===== src/rtl/alu_shift_pipe.sv =====
`default_nettype none
// ============================================================================
// Module   : alu_shift_pipe
// Purpose  : Two-stage valid/ready pipelined 8-bit shift unit (SRL, SLL, SRA,
//            ROR) for the KGP ALU. S1 registers the request, the shifters sit
//            between S1 and S2, and S2 registers the result, flags and tag.
// Ports    : clk, rst                  - clock, synchronous active-high reset
//            in_valid/in_ready         - request handshake
//            in_a, in_shamt, in_op     - operand, shift amount 0..7, operation
//                                        (00 SRL, 01 SLL, 10 SRA, 11 ROR)
//            in_tag                    - opaque tag returned with the result
//            out_valid/out_ready       - result handshake
//            out_result, out_carry     - shifted value, last bit shifted out
//            out_zero, out_neg         - result == 0, result[7]
//            out_tag                   - tag of the presented result
// Revision : 1.0 - initial release
// ============================================================================
module alu_shift_pipe #(
    parameter int TAG_W = 4
) (
    input  logic             clk,
    input  logic             rst,
    input  logic             in_valid,
    output logic             in_ready,
    input  logic [7:0]       in_a,
    input  logic [2:0]       in_shamt,
    input  logic [1:0]       in_op,
    input  logic [TAG_W-1:0] in_tag,
    output logic             out_valid,
    input  logic             out_ready,
    output logic [7:0]       out_result,
    output logic             out_carry,
    output logic             out_zero,
    output logic             out_neg,
    output logic [TAG_W-1:0] out_tag
);

    localparam logic [1:0] c_OP_SRL = 2'b00;
    localparam logic [1:0] c_OP_SLL = 2'b01;
    localparam logic [1:0] c_OP_SRA = 2'b10;
    localparam logic [1:0] c_OP_ROR = 2'b11;

    // Stage 1 registers
    logic             r_s1_valid;
    logic [7:0]       r_s1_a;
    logic [2:0]       r_s1_shamt;
    logic [1:0]       r_s1_op;
    logic [TAG_W-1:0] r_s1_tag;

    // Stage 2 registers
    logic             r_s2_valid;
    logic [7:0]       r_s2_result;
    logic             r_s2_carry;
    logic             r_s2_zero;
    logic             r_s2_neg;
    logic [TAG_W-1:0] r_s2_tag;

    // Handshake
    logic w_s2_adv;
    logic w_s1_adv;

    // Datapath
    logic [7:0]        w_srl;
    logic [7:0]        w_sll;
    logic signed [7:0] w_sra;
    logic [15:0]       w_rot;
    logic [2:0]        w_srl_idx;
    logic [2:0]        w_sll_idx;
    logic [7:0]        w_res;
    logic              w_carry;

    assign w_s2_adv = !r_s2_valid || out_ready;
    assign w_s1_adv = !r_s1_valid || w_s2_adv;
    assign in_ready = w_s1_adv;

    assign w_srl = r_s1_a >> r_s1_shamt;
    assign w_sll = r_s1_a << r_s1_shamt;
    assign w_sra = $signed(r_s1_a) >>> r_s1_shamt;
    // Right rotation: shift the doubled operand, the low byte is the rotation.
    assign w_rot = {r_s1_a, r_s1_a} >> r_s1_shamt;

    // Bit index of the last bit pushed out. For SLL 8-s equals -s modulo 8;
    // both indices are only meaningful for s != 0, which is masked below.
    assign w_srl_idx = r_s1_shamt - 3'd1;
    assign w_sll_idx = 3'd0 - r_s1_shamt;

    always_comb begin
        w_res   = r_s1_a;
        w_carry = 1'b0;
        case (r_s1_op)
            c_OP_SRL: begin
                w_res   = w_srl;
                w_carry = r_s1_a[w_srl_idx];
            end
            c_OP_SLL: begin
                w_res   = w_sll;
                w_carry = r_s1_a[w_sll_idx];
            end
            c_OP_SRA: begin
                w_res   = w_sra;
                w_carry = r_s1_a[w_srl_idx];
            end
            c_OP_ROR: begin
                w_res   = w_rot[7:0];
                w_carry = w_rot[7];
            end
            default: begin
                w_res   = r_s1_a;
                w_carry = 1'b0;
            end
        endcase
        if (r_s1_shamt == 3'd0) begin
            w_carry = 1'b0;
        end
    end

    always_ff @(posedge clk) begin
        if (rst) begin
            r_s1_valid <= 1'b0;
            r_s1_a     <= 8'h00;
            r_s1_shamt <= 3'd0;
            r_s1_op    <= 2'b00;
            r_s1_tag   <= '0;
        end else if (w_s1_adv) begin
            r_s1_valid <= in_valid;
            if (in_valid) begin
                r_s1_a     <= in_a;
                r_s1_shamt <= in_shamt;
                r_s1_op    <= in_op;
                r_s1_tag   <= in_tag;
            end
        end
    end

    // S2 data only updates when a real transaction moves in, so the outputs
    // keep their last value while idle.
    always_ff @(posedge clk) begin
        if (rst) begin
            r_s2_valid  <= 1'b0;
            r_s2_result <= 8'h00;
            r_s2_carry  <= 1'b0;
            r_s2_zero   <= 1'b0;
            r_s2_neg    <= 1'b0;
            r_s2_tag    <= '0;
        end else if (w_s2_adv) begin
            r_s2_valid <= r_s1_valid;
            if (r_s1_valid) begin
                r_s2_result <= w_res;
                r_s2_carry  <= w_carry;
                r_s2_zero   <= (w_res == 8'h00);
                r_s2_neg    <= w_res[7];
                r_s2_tag    <= r_s1_tag;
            end
        end
    end

    assign out_valid  = r_s2_valid;
    assign out_result = r_s2_result;
    assign out_carry  = r_s2_carry;
    assign out_zero   = r_s2_zero;
    assign out_neg    = r_s2_neg;
    assign out_tag    = r_s2_tag;

endmodule
`default_nettype wire


===== config.mk =====
export PLATFORM = sky130hd
export DESIGN_NAME = alu_shift_pipe
export DESIGN_NICKNAME = d
export VERILOG_FILES = /design/src/rtl/alu_shift_pipe.sv
export SDC_FILE = /design/constraint.sdc
export NUM_CORES = 1
export LEC_CHECK = 0
export BUFFER_PORTS_ARGS = -buffer_cell sky130_fd_sc_hd__buf_2
export CAP_MARGIN = 30
export CORE_UTILIZATION = 59
export CTS_BUF_LIST = sky130_fd_sc_hd__clkbuf_4
export CTS_CLUSTER_DIAMETER = 100
export DETAILED_ROUTE_END_ITERATION = 7
export PLACE_DENSITY_LB_ADDON = 0.1
export SLEW_MARGIN = 20
export SYNTH_ARGS = -nofsm -noshare
export SYNTH_HDL_FRONTEND = slang
export SYNTH_SLANG_ARGS = --single-unit

===== constraint.sdc =====
create_clock -name clk -period 3.1 [get_ports clk]
set_input_delay 0.62 -clock clk [delete_from_list [all_inputs] [get_ports clk]]
set_output_delay 0.62 -clock clk [all_outputs]
set_load 0.02 [all_outputs]

==> results.txt, run 1 <==
----------------------------------------------------
[Layout]
  Leading cell type in the layout, fill and taps excluded ... sky130_fd_sc_hd__nand2_1
  Synth-to-Final Area Change ... 3.18%
  Layout cells sized above 1 ... around 22%
  Commonest cells after routing, fill and taps aside ... 64 x sky130_fd_sc_hd__nand2_1, 37 x sky130_fd_sc_hd__buf_2, 36 x sky130_fd_sc_hd__a21oi_1
  Area of the multi-input gates ... 1470 um^2
  Antenna cell count ... 0
  Register cell area after layout ... 661 um^2
  Final Net Count ... 334
  Fillers ... 336

[Clocking]
  Post-cts resize count ... 0
  Count of buffers added by post-CTS timing repair for setup ... 0
  Root Driver ... sky130_fd_sc_hd__clkbuf_4
  Clock network latency to the later pin of the worst-skew pair ... 0.33 ns
  Maximum clock path buffer count ... 2
  Clock edge transition at the registers on the reported setup and hold paths ... 0.10 ns
  H-tree levels ... 2
  Number of sinks driven by the clock tree ... 33
  Clock tree from TritonCTS ... done
  Hold_buf cts ... 0
  Number of buffers created by CTS ... 5

[Setup path]
  Launch point of the worst path ... r_s1_shamt[0]$_SDFFE_PP0P_
  Peak fanout along the critical path ... 30
  Element type at the critical path start ... flop
  FF-to-FF setup slack ... around 0.52 ns
  Worst setup path endpoint ... out_zero$_SDFFE_PP0P_
  R2r endpoint ... out_zero$_SDFFE_PP0P_
  Largest stage delay on the critical path ... 0.60 ns
  Kind of critical path ... flop to flop
  Critical path, cell by cell ... buf_4 > nor2b_1 > a2111oi_0 > a2111o_1 > and3_1 > or4b_2 > o31ai_2
  Category of the worst setup path capture point ... flop
  Origin of the critical flop-to-flop path ... r_s1_shamt[0]$_SDFFE_PP0P_
  Cell depth of the worst flop-to-flop path ... 7
  Master of the slowest instance on the critical path ... sky130_fd_sc_hd__or4b_2
  WP data required ... 3.36 ns
  CP Data Arrival Time ... roughly 2.8 ns

[Die]
  Effective utilization at floorplan ... 63.7%
  Number of placement rows ... 22
  Number of top-level pins ... 38
  Horiz. Die Dim ... 65.8 um
  Core box area ... between 3000 and 4000 um^2
  Floorplan die area ... 4330 um^2
  Die boundary height ... 65.8 um

[Logic synthesis]
  Number of flops mapped to enable cells by yosys ... 0
  Netlist Area Pre-Place ... around 2400 um^2
  Synthesized netlist net count ... approximately 310
  Primary flip-flop cell chosen by synthesis mapping ... sky130_fd_sc_hd__dfxtp_1
  Yosys synthesis warning count ... 0
  Mapped Avg Cell Area ... 8.31 um^2
  Share of synthesized registers carrying an async set or reset ... 0%
  Seq cells post-synth ... 33
  Seq/Total Area, Yosys ... 27.5%
  Post-synthesis cell count ... 289
  Synth cell types ... 55

[Pwr]
  Sw frac ... 32.3%
  Pwr Density ... between 300 and 400 nW/um^2
  Part of the total power dissipated in combinational logic ... 25.5%
  Reported net switching power ... roughly 0.00030 W
  Sequential cell fraction of total power ... 51.5%
  Relative contribution of the clock network to total power ... 23.0%
  Int Power ... 0.000626 W
  Static leakage ... 0.981 nW
  Worst IR drop on VDD ... 0.271 mV

[Flow run]
  Number of maximum-capacitance constraint violations ... 0

[Global routing]
  Overflow left after global routing ... 0
  Number of antenna violations at the first check in global routing ... 0
  All-layer global routing usage ... between 20% and 30%
  First-pass GRT wire length ... 9.04 mm
  Number of global-route vias before repair ... 1875
  Largest net degree at the start of global routing ... 35

[Routing]
  Wire length per cell ... 15.0 um
  Via count ... 2159
  DR WL met2 ... 2.51 mm
  Metal1 wirelength ... 2.46 mm
  First-pass DRT Iterations ... 4
  Number of vias per cell after detailed routing ... 6.03
  Highest signal layer in the routed design ... met4
  Post-DRT Antenna Nets ... 0
  Iter 0 DRT Violations ... approximately 250
  Metal3 WL ... 329 um
  DR DRC count ... 0
  Final wirelength ... 5.37 mm

[Status]
  Status ... finished clean

[Timing]
  Headroom to the max-slew limit ... between 40 and 50%
  Final Max Tran Viols ... 0
  Count of final hold-check violations ... 0
  Max Clock Freq ... 388 MHz
  Share of the clock period used by the worst path after layout ... slightly above 80%
  Minimum clock period ... 2.58 ns
  Unrepaired setup endpoints after global routing ... no
  Total negative setup slack ... 0 ns
  Slew at the pin closest to its max-slew limit ... 0.882 ns
  Minimum setup slack in the final design ... 0.523 ns
  Final setup viols ... 0
  Worst Skew ... around 0.0093 ns

[Placed design]
  Routability cong. ... 0.919
  Count of input and output buffers ... 37
  Place WS ... 0.553 ns
  Placed wire-length estimate ... 3.89 mm

[Hold path]
  Min-delay worst type ... flop to flop

----------------------------------------------------
==> layer usage <==
metal,GRT usage [%],vias up
met5,0,-
met4,8.15,0
met3,5.86,10
met2,42.7,88
met1,38.1,977
li1,-,1084
==> critical path: cells and delay by family, from the launching register on <==
kind,cells,cell delay [ns]
compound gates,3,0.87
flops,1,0.42
simple gates,3,0.85
buf+inv,1,0.34
==> sequential cells by signal (all words and copies together), names as in the netlist <==
register / cells
out_result: 8
r_s1_a: 8
out_tag: 4
r_s1_tag: 4
r_s1_shamt: 3
r_s1_op: 2
out_carry: 1
out_valid: 1
out_zero: 1
r_s1_valid: 1
==> Yosys cell counts, drive strengths merged (2+ instances only) <==
library cell	instances	area share (%)
a21boi	3	0.94
a22oi	2	0.63
clkbuf	17	6.0
a21oi	36	7.5
and4	3	1.2
o22ai	4	1.0
a31oi	3	0.78
nor2b	7	1.8
or4b	2	0.83
mux4	7	6.9
o221ai	4	1.5
and3	2	0.57
a211oi	3	0.94
nand4	2	0.52
buf	12	5.0
nand3	3	0.63
nand2b	4	1.0
nand2	64	10
nand3b	4	1.3
and2	2	0.52
mux2i	22	9.5
o21ai	5	1.0
nor2	14	2.2
mux2	2	0.94
a2bb2oi	2	0.73
inv	2	0.31
or2b	2	0.73
o211ai	2	0.63
o31ai	2	0.83
nor3	5	1.0
dfxtp	33	28
ha	2	1.0
==> how the worst min path moves through the flow <==
stage | startpoint | end | slack [ns] | cells past startpoint
after floorplan | r_s1_tag[0]$_SDFFE_PP0P_ | out_tag[0]$_SDFFE_PP0P_ | 0.43 | 2
after global placement | r_s1_tag[1]$_SDFFE_PP0P_ | out_tag[1]$_SDFFE_PP0P_ | 0.44 | 2
after detailed placement | out_tag[2]$_SDFFE_PP0P_ | out_tag[2]$_SDFFE_PP0P_ | 0.45 | 2
after CTS | out_tag[2]$_SDFFE_PP0P_ | out_tag[2]$_SDFFE_PP0P_ | 0.46 | 2
after global routing | out_tag[2]$_SDFFE_PP0P_ | out_tag[2]$_SDFFE_PP0P_ | 0.48 | 2
final | out_tag[2]$_SDFFE_PP0P_ | out_tag[2]$_SDFFE_PP0P_ | 0.46 | 2
==> power by group through the flow <==
| stage | sequential, W | combinational [W] | clock [W] |
|---|---|---|---|
| global placement | 0.000486 | 0.000231 | 0 |
| floorplan | 0.000479 | 0.000200 | 0 |
| CTS | 0.000476 | 0.000235 | 0.000218 |
| global route | 0.000482 | 0.000258 | 0.000236 |
| finish | 0.000477 | 0.000236 | 0.000213 |
| detailed placement | 0.000486 | 0.000234 | 0 |
==> cells by family after synthesis <==
| family | after synthesis | share of synthesized area [%] |
|---|---|---|
| AND/OR/NAND/NOR | 117 | 23.2 |
| AO/OA/AOI/OAI | 74 | 19.4 |
| adder cells (fa/ha/maj) | 2 | 1.04 |
| buffers and inverters | 32 | 11.5 |
| flip-flops | 33 | 27.5 |
| multiplexers | 31 | 17.3 |
==> per-stage QoR <==
step / util, % / area (um^2) / hold slack [ns] / std cells / total power (W)
4_1_cts: 65.7 / 2480 / 0.461 / 358 / 0.000930
6_report: 65.7 / 2480 / 0.457 / 358 / 0.000926
2_1_floorplan: - / 2400 / 0.432 / 289 / 0.000679
3_5_place_dp: 64.6 / 2430 / 0.447 / 352 / 0.000720
5_1_grt: 65.7 / 2480 / 0.478 / 358 / 0.000975
3_3_place_gp: 64.6 / 2430 / 0.440 / 352 / 0.000717
==> area by class of cell <==
class	count	area share, %
clock buffer	5	1.52
tap	48	2.42
inverter	3	0.455
sequential	33	26.7
clock inverter	1	0.202
multi-input combinational	224	59.1
timing repair buffer	44	9.60
Note: power is estimated with default switching activity, not from simulation.
==> inputs of run 2 (changes only) <==
Settings changed: ABC_AREA from default to 1, CORE_UTILIZATION 59 to 58.
Clock period 3.1 ns to 2.4 ns, I/O delays scaled along.
==> results.txt, run 2 <==
----------------------------------------------------
[Status]
  Status ... finished clean

[Routing]
  Final wirelength ... 5.44 mm (+1.2%)
  Via count ... 2236 (+3.6%)
  First-pass DRT Iterations ... 5 (+1)
  Iter 0 DRT Violations ... 199 (-21%)
  DR DRC count ... 0 (unchanged)
  Number of vias per cell after detailed routing ... 5.44 (-9.8%)
  Wire length per cell ... 13.2 um (-12%)
  Post-DRT Antenna Nets ... 0 (unchanged)

[Timing]
  Minimum clock period ... 2.02 ns (-0.560 ns)
  Worst Skew ... 0.0125 ns (+0.00311 ns)
  Unrepaired setup endpoints after global routing ... no
  Final setup viols ... 0 (unchanged)
  Final Max Tran Viols ... 0 (unchanged)
  Count of final hold-check violations ... 0 (unchanged)
  Headroom to the max-slew limit ... 56.0% (+15 points)
  Share of the clock period used by the worst path after layout ... 84.1% (+0.91 points)
  Total negative setup slack ... 0 ns (unchanged)
  Slew at the pin closest to its max-slew limit ... 0.660 ns (-0.222 ns)
  Max Clock Freq ... 496 MHz (+28%)

[Die]
  Core box area ... 3660 um^2 (-2.9%)
  Number of top-level pins ... 38 (unchanged)
  Number of placement rows ... 22 (unchanged)
  Effective utilization at floorplan ... 60.3% (-3.3 points)
  Horiz. Die Dim ... 63.7 um (-3.2%)
  Die boundary height ... 63.7 um (-3.2%)
  Floorplan die area ... 4060 um^2 (-6.3%)

[Pwr]
  Static leakage ... 1.23 nW (+26%)
  Pwr Density ... 597 nW/um^2 (+60%)
  Worst IR drop on VDD ... 0.422 mV (+56%)

[Global routing]
  Largest net degree at the start of global routing ... 30 (-14%)
  First-pass GRT wire length ... 9.23 mm (+2.1%)
  All-layer global routing usage ... 29.0% (+1.4 points)
  Number of global-route vias before repair ... 2077 (+11%)
  Number of antenna violations at the first check in global routing ... 0 (unchanged)
  Overflow left after global routing ... 0 (unchanged)

[Logic synthesis]
  Post-synthesis cell count ... 332 (+15%)
  Synth cell types ... 30 (-45%)
  Number of flops mapped to enable cells by yosys ... 0 (unchanged)
  Netlist Area Pre-Place ... 2210 um^2 (-8.0%)
  Commonest cells post-synth ... 79 x sky130_fd_sc_hd__nand2_1, 51 x sky130_fd_sc_hd__nor2_1, 44 x sky130_fd_sc_hd__nand3_1
  Share of synthesized registers carrying an async set or reset ... 0% (unchanged)
  Mapped Avg Cell Area ... 6.65 um^2 (-20%)
  Synth area leader ... sky130_fd_sc_hd__dfxtp_1
  Synthesized netlist net count ... 355 (+14%)
  Primary flip-flop cell chosen by synthesis mapping ... sky130_fd_sc_hd__dfxtp_1
  Library cell with the highest instance count after synthesis ... sky130_fd_sc_hd__nand2_1
  Seq/Total Area, Yosys ... 29.9% (+2.4 points)
  Cells taking the most area after synthesis ... sky130_fd_sc_hd__dfxtp_1 30%, sky130_fd_sc_hd__nand2_1 13%, sky130_fd_sc_hd__nand3_1 10%
  Seq cells post-synth ... 33 (unchanged)
  Yosys synthesis warning count ... 0 (unchanged)
  Proportion of netlist area held by the largest area contributor ... 29.9% (+2.4 points)

[Setup path]
  Peak fanout along the critical path ... 12 (-60%)
  WP data required ... 2.68 ns (-0.68 ns)
  CP Data Arrival Time ... 2.30 ns (-0.54 ns)
  Kind of critical path ... flop to flop
  Element type at the critical path start ... flop
  Category of the worst setup path capture point ... flop
  Cell depth of the worst flop-to-flop path ... 8 (+1)

[Placed design]
  Count of input and output buffers ... 37 (unchanged)
  Routability cong. ... 0.914 (-0.54%)
  Placed cells ... 403 (+14%)
  Placed wire-length estimate ... 3.96 mm (+1.9%)

[Layout]
  Layout cells sized above 1 ... 22.0% (+0.10 points)
  Leading cell type in the layout, fill and taps excluded ... sky130_fd_sc_hd__nand2_1
  Commonest cells after routing, fill and taps aside ... 79 x sky130_fd_sc_hd__nand2_1, 51 x sky130_fd_sc_hd__nor2_1, 44 x sky130_fd_sc_hd__nand3_1
  Non-filler cells, final ... 411 (+15%)
  Fillers ... 349 (+3.9%)
  Synth-to-Final Area Change ... 10.4%
  Antenna cell count ... 0 (unchanged)
  Final Net Count ... 385 (+15%)

[Clocking]
  Post-cts resize count ... 0 (unchanged)
  Number of sinks driven by the clock tree ... 33 (unchanged)
  Maximum clock path buffer count ... 2 (unchanged)
  Count of buffers added by post-CTS timing repair for setup ... 0 (unchanged)
  Hold_buf cts ... 0 (unchanged)
  Clock network latency to the later pin of the worst-skew pair ... 0.35 ns (+0.02 ns)
  H-tree levels ... 2 (unchanged)
  Clock tree from TritonCTS ... done
  Root Driver ... sky130_fd_sc_hd__clkbuf_4
  Number of buffers created by CTS ... 5 (unchanged)
  Clock edge transition at the registers on the reported setup and hold paths ... 0.11 ns (about the same)

[Flow run]
  Number of maximum-capacitance constraint violations ... 0 (unchanged)

[Hold path]
  Cell depth of the worst min-delay path ... 2 (unchanged)
  Min-delay worst type ... input pin to flop

----------------------------------------------------
[run 2: cell count changes after synthesis, sizes merged, moves of 9 or more]
cell    before  now
nand3        3   56
nor2        14   56
o21ai        5   32
nand2       64   90
mux2i       22    0
a21oi       36   17
inv          2   17
clkbuf      17    8
[run 2: critical path, cell delays in order, from the launching register on]
cell                      delay [ns]
sky130_fd_sc_hd__dfxtp_1        0.57
sky130_fd_sc_hd__inv_6          0.17
sky130_fd_sc_hd__ha_1           0.25
sky130_fd_sc_hd__ha_1           0.33
sky130_fd_sc_hd__o31ai_1        0.31
sky130_fd_sc_hd__nand2_1        0.09
sky130_fd_sc_hd__nand3_1        0.08
sky130_fd_sc_hd__nand2_1        0.05
sky130_fd_sc_hd__a21oi_1        0.10
[run 2: worst paths after layout]
check / endpoint / startpoint / slack (ns)
worst max register to register: out_carry$_SDFFE_PP0P_ / r_s1_shamt[0]$_SDFFE_PP0P_ / 0.38
worst min register to register: out_carry$_SDFFE_PP0P_ / out_carry$_SDFFE_PP0P_ / 0.47
worst max-delay path: out_carry$_SDFFE_PP0P_ / r_s1_shamt[0]$_SDFFE_PP0P_ / 0.38
worst min-delay path: out_zero$_SDFFE_PP0P_ / rst / 0.36
[run 2: area by class of cell]
cell class	count	area, um^2	area share (%)
Clock buffer	5	37.5	1.54
Inverter	18	86.3	3.54
Timing Repair Buffer	40	208	8.52
Multi-Input combinational cell	264	1350	55.2
Clock inverter	3	41.3	1.69
Tap cell	48	60.1	2.46
Sequential cell	33	661	27.1
[run 2: metrics by stage]
step / cell area (um^2) / hold WS [ns] / util (%) / total power (W) / setup WS, ns
finish: 2440 / 0.361 / 66.6 / 0.00146 / 0.383
global route: 2440 / 0.354 / 66.6 / 0.00154 / 0.132
detailed placement: 2360 / 0.457 / 64.5 / 0.00104 / 0.469
CTS: 2440 / 0.347 / 66.6 / 0.00145 / 0.422
global placement: 2360 / 0.454 / 64.5 / 0.00103 / 0.517
floorplan: 2210 / 0.450 / - / 0.000953 / 0.692
[run 2: cells by family (layout without fill, tap and decap cells)]
family                   count (synthesis)  in the layout  share of synthesized area, %
AND/OR/NAND/NOR                        206            206                          46.1
AO/OA/AOI/OAI                           56             56                          13.7
buffers and inverters                   35             66                          9.18
flip-flops                              33             33                          29.9
adder cells (fa/ha/maj)                  2              2                          1.13
[run 2: power by group]
group          total [W]  internal, W  switching [W]
sequential      0.000622     0.000587      0.0000349
clock           0.000422     0.000216       0.000206
combinational   0.000411     0.000146       0.000265
[run 2: layer usage]
metal	GRT usage [%]	routed length, um	vias up
li1	-	-	1159
met1	37.1	2590	997
met2	47.2	2470	70
met3	5.62	298	10
met4	11.9	79	0
met5	0	0	-
==> inputs of run 3 (changes only) <==
Settings changed: ABC_AREA 1 to 0, CORE_UTILIZATION 58 to 53.
Clock period 2.4 ns to 1.6 ns, I/O delays scaled along.
==> results.txt, run 3 (same netlist as run 1, synthesis figures left out) <==
----------------------------------------------------
[Die]
  Horiz. Die Dim ... 69.3 um (+8.8%)
  Number of placement rows ... 24 (+9.1%)
  Floorplan die area ... 4800 um^2 (+18%)
  Core box area ... 4350 um^2 (+19%)
  Effective utilization at floorplan ... 55.1% (-5.2 points)
  Number of top-level pins ... 38 (unchanged)
  Die boundary height ... 69.3 um (+8.8%)

[Routing]
  First-pass DRT Iterations ... 5 (unchanged)
  DR DRC count ... 0 (unchanged)
  Wire length per cell ... 17.2 um (+30%)
  Final wirelength ... 7.26 mm (+34%)
  Iter 0 DRT Violations ... 379 (+90%)
  Post-DRT Antenna Nets ... 0 (unchanged)
  Number of vias per cell after detailed routing ... 6.06 (+11%)
  Via count ... 2556 (+14%)

[Layout]
  Register cell area after layout ... 678 um^2 (+2.7%)
  Commonest cells after routing, fill and taps aside ... 62 x sky130_fd_sc_hd__nand2_1, 56 x sky130_fd_sc_hd__buf_4, 37 x sky130_fd_sc_hd__buf_2
  Fraction of the core area covered by cells at the end of the flow ... 74.6% (+8.0 points)
  Fillers ... 324 (-7.2%)
  Layout cells sized above 1 ... 44.9% (+23 points)
  Synth-to-Final Area Change ... 35.2%
  Leading cell type in the layout, fill and taps excluded ... sky130_fd_sc_hd__nand2_1
  Final Net Count ... 392 (+1.8%)
  Area of the multi-input gates ... 1680 um^2 (+25%)
  Antenna cell count ... 0 (unchanged)

[Setup path]
  Peak fanout along the critical path ... 4 (-8)
  Largest stage delay on the critical path ... 0.53 ns (-0.04 ns)
  Kind of critical path ... flop to flop
  Dominant delay contributor by cell family on the critical path ... compound AO/OA/AOI/OAI gates
  Master of the slowest instance on the critical path ... sky130_fd_sc_hd__or4b_4
  Critical path, cell by cell ... clkbuf_16 > mux2i_4 > o21ai_0 > a21boi_0 > a31oi_2 > or4b_4 > o31ai_2
  CP Data Arrival Time ... 2.55 ns (+0.25 ns)
  Category of the worst setup path capture point ... flop
  Element type at the critical path start ... flop
  Bufs and invs on worst path ... 1 (unchanged)
  WP data required ... 1.88 ns (-0.80 ns)

[Pwr]
  Worst IR drop on VDD ... 0.670 mV (+59%)
  Static leakage ... 1.32 nW (+7.1%)
  Pwr Density ... 661 nW/um^2 (+11%)

[Global routing]
  Busiest layer in global routing ... met2
  First-pass GRT wire length ... 11.5 mm (+24%)
  Number of antenna violations at the first check in global routing ... 0 (unchanged)
  Largest net degree at the start of global routing ... 34 (+13%)
  Routing usage on met3 ... 7.41% (+1.8 points)
  All-layer global routing usage ... 30.0% (+1.0 points)
  Number of global-route vias before repair ... 2391 (+15%)
  Met1 track utilization from global routing ... 38.6% (+1.5 points)
  Overflow left after global routing ... 0 (unchanged)
  Met2 global-route usage ... 48.2% (+1.0 points)

[Status]
  Failing checks ... setup timing
  Status ... finished, violations left

[Clocking]
  Root Driver ... sky130_fd_sc_hd__clkbuf_4
  H-tree levels ... 2 (unchanged)
  Hold_buf cts ... 0 (unchanged)
  Number of buffers created by CTS ... 5 (unchanged)
  Clock network latency to the later pin of the worst-skew pair ... 0.35 ns (about the same)
  Clock tree from TritonCTS ... done
  Number of sinks driven by the clock tree ... 33 (unchanged)
  Clock edge transition at the registers on the reported setup and hold paths ... 0.12 ns (about the same)
  Maximum clock path buffer count ... 2 (unchanged)

[Placed design]
  Place WS ... -0.651 ns (-1.12 ns)
  Routability cong. ... 1.01 (+10%)
  Placed wire-length estimate ... 4.94 mm (+25%)
  Count of input and output buffers ... 37 (unchanged)

[Timing]
  Minimum clock period ... 2.27 ns (+0.256 ns)
  Count of final hold-check violations ... 0 (unchanged)
  Worst Skew ... 0.0167 ns (+0.00426 ns)
  Minimum setup slack in the final design ... -0.673 ns (-1.06 ns)
  Max Clock Freq ... 440 MHz (-11%)
  Final setup viols ... 10 (+10)
  Unrepaired setup endpoints after global routing ... yes
  Share of the clock period used by the worst path after layout ... 142% (+58 points)
  Headroom to the max-slew limit ... 76.9% (+21 points)
  Slew at the pin closest to its max-slew limit ... 0.347 ns (-0.313 ns)
  Final Max Tran Viols ... 0 (unchanged)
  Total negative setup slack ... -2.70 ns (-2.70 ns)

[Flow run]
  Number of maximum-capacitance constraint violations ... 0 (unchanged)

[Hold path]
  Min-delay worst type ... input pin to flop

----------------------------------------------------
-- run 3: what timing repair did --
action	in CTS	in global routing
gates cloned	1	1
resized for setup	32	24
setup buffers	2	4
setup endpoints to repair	10	10
pin swaps	15	12
-- run 3: metrics by stage --
step / total power, W / cells / cell area (um^2) / hold slack (ns)
after floorplan: 0.00132 / 289 / 2430 / 0.432
after global placement: 0.00154 / 408 / 2880 / 0.437
after global routing: 0.00224 / 422 / 3250 / 0.191
after CTS: 0.00209 / 419 / 3100 / 0.183
final: 0.00214 / 422 / 3250 / 0.191
after detailed placement: 0.00155 / 408 / 2880 / 0.445
-- run 3: final timing paths --
kind                            slack (ns)  depth (start not counted)                      end                  startpoint
worst min register to register        0.45                          2  out_tag[3]$_SDFFE_PP0P_    r_s1_tag[3]$_SDFFE_PP0P_
worst max register to register       -0.67                          7    out_zero$_SDFFE_PP0P_  r_s1_shamt[1]$_SDFFE_PP0P_
worst min-delay path                  0.19                          3   r_s1_a[0]$_SDFFE_PP0P_                     in_a[0]
worst max-delay path                 -0.67                          7    out_zero$_SDFFE_PP0P_  r_s1_shamt[1]$_SDFFE_PP0P_
-- run 3: cell type report --
class	instances	area share, %
Multi-Input combinational cell	224	51.8
Clock inverter	3	0.501
Clock buffer	5	1.16
Timing Repair Buffer	102	23.4
Sequential cell	33	20.9
Inverter	3	0.347
Tap cell	52	2.00
-- run 3: where the power goes --
part | internal (W) | switching (W) | leakage (nW)
logic | 0.000382 | 0.000375 | 1.01
registers | 0.000863 | 0.0000497 | 0.274
clock network | 0.000167 | 0.000308 | 0.0353
total | 0.00141 | 0.000732 | 1.32
-- run 3: routing by layer --
| layer | routed length [um] | share of wire [%] |
|---|---|---|
| met5 | 0 | 0 |
| met4 | 346 | 4.8 |
| met3 | 575 | 7.9 |
| met2 | 3380 | 47 |
| met1 | 2960 | 41 |
-- run 3: tightest hold or removal path, delay by kind of cell --
kind	cells	cell delay (ns)
buffers and inverters	1	0.09
AO/OA/AOI/OAI	1	0.05
AND/OR/NAND/NOR	1	0.04
